`src/rtl/nibbler_pkg.sv`:
```
// Shared types and constants for the Nibbler 4-bit datapath slice.
// The ALU evaluation lives here as a function so it stays one pure expression of the opcode table.
package nibbler_pkg;

    localparam int DATA_W  = 4;
    localparam int INSTR_W = 2 * DATA_W;

    typedef enum logic [2:0] {
        ALU_PASS_A = 3'b000,
        ALU_SUB    = 3'b001,
        ALU_PASS_B = 3'b010,
        ALU_ADD    = 3'b011,
        ALU_NAND   = 3'b100
    } alu_op_t;

    typedef struct packed {
        logic [DATA_W-1:0] out;
        logic              carry;
        logic              zero;
    } alu_res_t;

    typedef struct packed {
        logic [DATA_W-1:0] instr;
        logic [DATA_W-1:0] operand;
    } fetch_word_t;

    // Reserved opcodes (101-111) produce a zero result with carry clear.
    function automatic alu_res_t alu_eval(input logic [DATA_W-1:0] a,
                                          input logic [DATA_W-1:0] b,
                                          input logic [2:0]        op);
        logic [DATA_W:0] sum;
        alu_res_t        res;
        sum       = '0;
        res.out   = '0;
        res.carry = 1'b0;
        res.zero  = 1'b0;
        case (op)
            ALU_PASS_A: res.out = a;
            ALU_SUB: begin
                // Two's-complement subtract: carry set means no borrow (a >= b).
                sum       = {1'b0, a} + {1'b0, ~b} + {{DATA_W{1'b0}}, 1'b1};
                res.out   = sum[DATA_W-1:0];
                res.carry = sum[DATA_W];
            end
            ALU_PASS_B: res.out = b;
            ALU_ADD: begin
                sum       = {1'b0, a} + {1'b0, b};
                res.out   = sum[DATA_W-1:0];
                res.carry = sum[DATA_W];
            end
            ALU_NAND: res.out = ~(a & b);
            default:  res.out = '0;
        endcase
        res.zero = (res.out == '0);
        return res;
    endfunction

endpackage

```
`src/rtl/nibbler_datapath_if.sv`:
```
// Control and result bundle between the Nibbler datapath and its ROM/decoder neighbours.
// master = decoder/fetch side driving controls; slave = the datapath itself.
interface nibbler_datapath_if;
    import nibbler_pkg::*;

    logic               fetch_en;
    logic [INSTR_W-1:0] program_byte;
    logic               load_a;
    logic [2:0]         alu_op;
    logic [DATA_W-1:0]  b;

    logic [DATA_W-1:0]  instr;
    logic [DATA_W-1:0]  operand;
    logic [DATA_W-1:0]  acc;
    logic [DATA_W-1:0]  alu_out;
    logic               carry;
    logic               zero;

    modport master (
        output fetch_en, program_byte, load_a, alu_op, b,
        input  instr, operand, acc, alu_out, carry, zero
    );

    modport slave (
        input  fetch_en, program_byte, load_a, alu_op, b,
        output instr, operand, acc, alu_out, carry, zero
    );

endinterface

```
`src/rtl/nibbler_alu.sv`:
```
// Combinational 4-bit ALU: zero latency, flags derived from the truncated result.
module nibbler_alu
    import nibbler_pkg::*;
(
    input  logic [DATA_W-1:0] a,
    input  logic [DATA_W-1:0] b,
    input  logic [2:0]        alu_op,
    output logic [DATA_W-1:0] alu_out,
    output logic              carry,
    output logic              zero
);

    alu_res_t res;

    always_comb begin
        res     = alu_eval(a, b, alu_op);
        alu_out = res.out;
        carry   = res.carry;
        zero    = res.zero;
    end

endmodule

```
`src/rtl/nibbler_datapath.sv`:
```
// Nibbler datapath slice: fetch latch, accumulator and ALU.
// The acc -> ALU -> acc loop is broken by the accumulator register.
module nibbler_datapath
    import nibbler_pkg::*;
(
    input  logic                clk,
    input  logic                reset,
    nibbler_datapath_if.slave   bus
);

    fetch_word_t       fetch_q;
    logic [DATA_W-1:0] acc_q;
    logic [DATA_W-1:0] alu_out;
    logic              alu_carry;
    logic              alu_zero;

    nibbler_alu u_alu (
        .a       (acc_q),
        .b       (bus.b),
        .alu_op  (bus.alu_op),
        .alu_out (alu_out),
        .carry   (alu_carry),
        .zero    (alu_zero)
    );

    // Reset wins over both load strobes; the two strobes are otherwise independent.
    always_ff @(posedge clk) begin
        if (reset) begin
            fetch_q <= '0;
            acc_q   <= '0;
        end else begin
            if (bus.fetch_en)
                fetch_q <= fetch_word_t'(bus.program_byte);
            if (bus.load_a)
                acc_q <= alu_out;
        end
    end

    assign bus.instr   = fetch_q.instr;
    assign bus.operand = fetch_q.operand;
    assign bus.acc     = acc_q;
    assign bus.alu_out = alu_out;
    assign bus.carry   = alu_carry;
    assign bus.zero    = alu_zero;

endmodule

```
`src/flat_wrapper.sv`:
```
// flat-port wrapper written by rule: the top's interface ports become plain ports
module nibbler_datapath_flat import nibbler_pkg::*;
  (clk, reset, bus_fetch_en, bus_program_byte, bus_load_a, bus_alu_op, bus_b, bus_instr, bus_operand, bus_acc, bus_alu_out, bus_carry, bus_zero);
  nibbler_datapath_if bus_i ();
  input  logic clk;
  input  logic reset;
  input wire logic [$bits(bus_i.fetch_en)-1:0] bus_fetch_en;
  input wire logic [$bits(bus_i.program_byte)-1:0] bus_program_byte;
  input wire logic [$bits(bus_i.load_a)-1:0] bus_load_a;
  input wire logic [$bits(bus_i.alu_op)-1:0] bus_alu_op;
  input wire logic [$bits(bus_i.b)-1:0] bus_b;
  output wire logic [$bits(bus_i.instr)-1:0] bus_instr;
  output wire logic [$bits(bus_i.operand)-1:0] bus_operand;
  output wire logic [$bits(bus_i.acc)-1:0] bus_acc;
  output wire logic [$bits(bus_i.alu_out)-1:0] bus_alu_out;
  output wire logic [$bits(bus_i.carry)-1:0] bus_carry;
  output wire logic [$bits(bus_i.zero)-1:0] bus_zero;
  assign bus_i.fetch_en = bus_fetch_en;
  assign bus_i.program_byte = bus_program_byte;
  assign bus_i.load_a = bus_load_a;
  assign bus_i.alu_op = bus_alu_op;
  assign bus_i.b = bus_b;
  assign bus_instr = bus_i.instr;
  assign bus_operand = bus_i.operand;
  assign bus_acc = bus_i.acc;
  assign bus_alu_out = bus_i.alu_out;
  assign bus_carry = bus_i.carry;
  assign bus_zero = bus_i.zero;
  nibbler_datapath u_core (.clk(clk), .reset(reset), .bus(bus_i));
endmodule
```
`config.mk`:
```
export PLATFORM = sky130hd
export DESIGN_NAME = nibbler_datapath_flat
export DESIGN_NICKNAME = d
export VERILOG_FILES = /design/src/rtl/nibbler_pkg.sv /design/src/rtl/nibbler_datapath_if.sv /design/src/rtl/nibbler_alu.sv /design/src/rtl/nibbler_datapath.sv /design/src/flat_wrapper.sv
export SDC_FILE = /design/constraint.sdc
export NUM_CORES = 1
export LEC_CHECK = 0
export CORE_MARGIN = 2
export CORE_UTILIZATION = 25
export DETAILED_ROUTE_END_ITERATION = 16
export PLACE_DENSITY = 0.57
export SYNTH_ARGS = -nofsm -noshare
export SYNTH_HDL_FRONTEND = slang
export SYNTH_SLANG_ARGS = --single-unit
```
`constraint.sdc`:
```
create_clock -name clk -period 2.7 [get_ports clk]
set_clock_uncertainty 0.2 [all_clocks]
set_input_delay 0.405 -clock clk [delete_from_list [all_inputs] [get_ports clk]]
set_output_delay 0.405 -clock clk [all_outputs]
set_load 0.02 [all_outputs]
```
==> results.cfg <==
[finish]
regArea_um2 = 249
final_area_um2 = 1670
antenna_cells = 0
drive_above_1_share_pct = 42.5
fin_nets = 198
stdcell_count = 213
syn_to_final_growth_pct = 85.7
nFillCells = 329
multi_input_area_um2 = 719

[clock_network]
clk_pin_slew_ns = 0.07
insertion_delay_ns = 0.26
cts-root-buf = clkbuf_4
cts_tree = done
htreeDepth = 1
clkSinkCount = 12
numCtsBuffers = 3
cts_buffer_depth = 2
cts_hold_buffers = 0

[setup_path]
worstSetupStartpointType = flip-flop
crit_path_max_fanout = 3
cp_data_required_time_ns = 2.10
end_kind = primary output
critPathArrivalTime_ns = 2.14
setup.worst_path.class = flip-flop to primary output

[timing]
drv_slew = 0
fmaxAchievable_mhz = 364
worstMarginPinSlew_ns = 0.469
final_hold_viol_count = 0
worst_slack_ns = -0.0451
period_minus_slack_ns = 2.75
rsz0062_at_grt = true
slew_headroom_pct = 68.6
finalSetupViolations = 1
min_period_over_period_pct = 102
fin_setup_tns_ns = -0.0451

[placement]
hpwl_mm = 2.12
gp_congestion = 0.872
dp_worst_setup_slack_ns = -0.781
place_area_um2 = 1490
dp.cells = 205
port_buffers = 36

[power]
seq_power_share_pct = 33.3
internal_power_mw = 0.404
clkPwrFrac_pct = 17.2
p_per_area_nw_per_um2 = 361
power_switching_mw = 0.199
p_comb_share_pct = 49.5
power_mw = 0.603
ir_drop_mv = 0.185
p_sw_share_pct = 33.0
leakagePower_nw = 0.731

[route]
wl_per_cell_um = 13.3
routed-via-count = 973
drcViolationCount = 0
wl_mm = 2.82
detail-route-antenna-nets = 0
drt-initial-drc-count = 73
drt_first_pass_iters = 4
vias_per_cell = 4.57

[grt]
grt_max_degree = 12
grt_pass1_wl_mm = 4.45
gr-total-overflow = 0
grt_use_total_pct = 13.7
grt_pass1_vias = 976
antenna_found_initial = 0

[floorplan]
pin_count = 37
fp.dieH_um = 64.0
die-area_um2 = 4100
core-area_um2 = 3390
die_w_um = 64.0
placementRows = 21
start_util_pct = 26.6

[logic_synthesis]
synthCells = 102
async_flop_share_pct = 0
yosysMostFrequentCell = nor2_1
mappedNetlistNets = 131
syn_area_um2 = 901
yosys_warnings = 0
synth_cell_types = 34
synth_top_area_cell = dfxtp_1
synthFlopType = dfxtp_1
synth_top_area_share_pct = 26.7
yosys_register_bits = 12
synth_edf_count = 0
syn_area_per_cell_um2 = 8.83
synth_area_leaders = dfxtp_1, ha_1, mux2i_1
seq_area_frac_synth_pct = 26.7
synthTopCellsByCount = nor2_1, dfxtp_1, inv_1

[job]
max_cap_viol_count = 0

[hold_path]
min_path_type = flip-flop to flip-flop

[outcome]
violations = setup timing
status = finished with violations
[power groups by stage]
stage / Sequential [mW] / Clock, mW / Combinational, mW
finish: 0.201 / 0.104 / 0.298
global route: 0.203 / 0.116 / 0.321
CTS: 0.200 / 0.107 / 0.279
detailed placement: 0.202 / 0 / 0.260
global placement: 0.201 / 0 / 0.257
floorplan: 0.215 / 0 / 0.114
[path summary, 6_finish.rpt]
check	start	endpoint	slack, ns	cells past startpoint
worst min register to register	u_core.bus.instr[1]	u_core.bus.instr[1]	0.31	2
worst min-delay path	u_core.bus.instr[1]	u_core.bus.instr[1]	0.31	2
worst max-delay path	u_core.bus.acc[0]	bus_zero	-0.05	8
worst max register to register	u_core.bus.acc[0]	u_core.bus.acc[1]	0.29	11
[stage by stage]
step	utilization [%]	hold slack [ns]
finish	49.4	0.308
global route	49.4	0.326
floorplan	-	0.353
detailed placement	44.1	0.291
CTS	47.5	0.306
global placement	44.1	0.280
[cell families after synthesis]
| kind of cell | Yosys count | share of synthesized area [%] |
|---|---|---|
| adder cells (fa/ha/maj) | 10 | 15.6 |
| buffers and inverters | 14 | 7.64 |
| flip-flops | 12 | 26.7 |
| multiplexers | 8 | 8.89 |
| AO/OA/AOI/OAI | 23 | 20.7 |
| XOR/XNOR | 1 | 0.972 |
| AND/OR/NAND/NOR | 34 | 19.6 |
[critical path, stage by stage (launching register included)]
cell and delay [ns]:
dfxtp_4 0.38, inv_4 0.04, ha_4 0.17, fa_2 0.51, and2b_1 0.11, a211oi_1 0.04, a211o_2 0.32, nor4_4 0.13
buf_4 0.17
[metal layers]
layer | track usage [%] | up-vias | wire length [um]
met1 | 16.8 | 453 | 1250
met3 | 2.29 | 0 | 77
met5 | 0 | - | 0
met2 | 25.1 | 20 | 1490
li1 | - | 500 | -
met4 | 2.45 | 0 | 0
[area by class of cell]
class / count / share of cell area (%)
Tap cell: 46 / 3.44
Multi-Input combinational cell: 76 / 43.0
Clock buffer: 3 / 1.35
Inverter: 10 / 2.84
Sequential cell: 12 / 14.9
Timing Repair Buffer: 66 / 34.5
[registers in the layout, summed over array words and instances, names as in the netlist]
signal and flops:
u_core.bus.acc 4, u_core.bus.instr 4, u_core.bus.operand 4
[cells in the final DEF, fill, tap and decap left out, types with 3 or more instances in the layout]
| cell type | instances |
|---|---|
| o211ai_1 | 6 |
| dfxtp_1 | 9 |
| buf_4 | 29 |
| clkdlybuf4s50_1 | 26 |
| mux2i_1 | 8 |
| nand2_1 | 5 |
| ha_4 | 6 |
| buf_6 | 4 |
| clkbuf_4 | 3 |
| nand3_1 | 3 |
| dlygate4sd2_1 | 3 |
| a211oi_1 | 5 |
| nor2_1 | 14 |
| inv_2 | 3 |
| inv_1 | 4 |
[what timing repair did]
action,4_1_cts,5_1_grt
resized for setup,45,21
setup buffers,4,1
endpoints found under the setup margin,6,6
pin swaps,8,10
No activity file was read; power rests on OpenSTA's default activity.
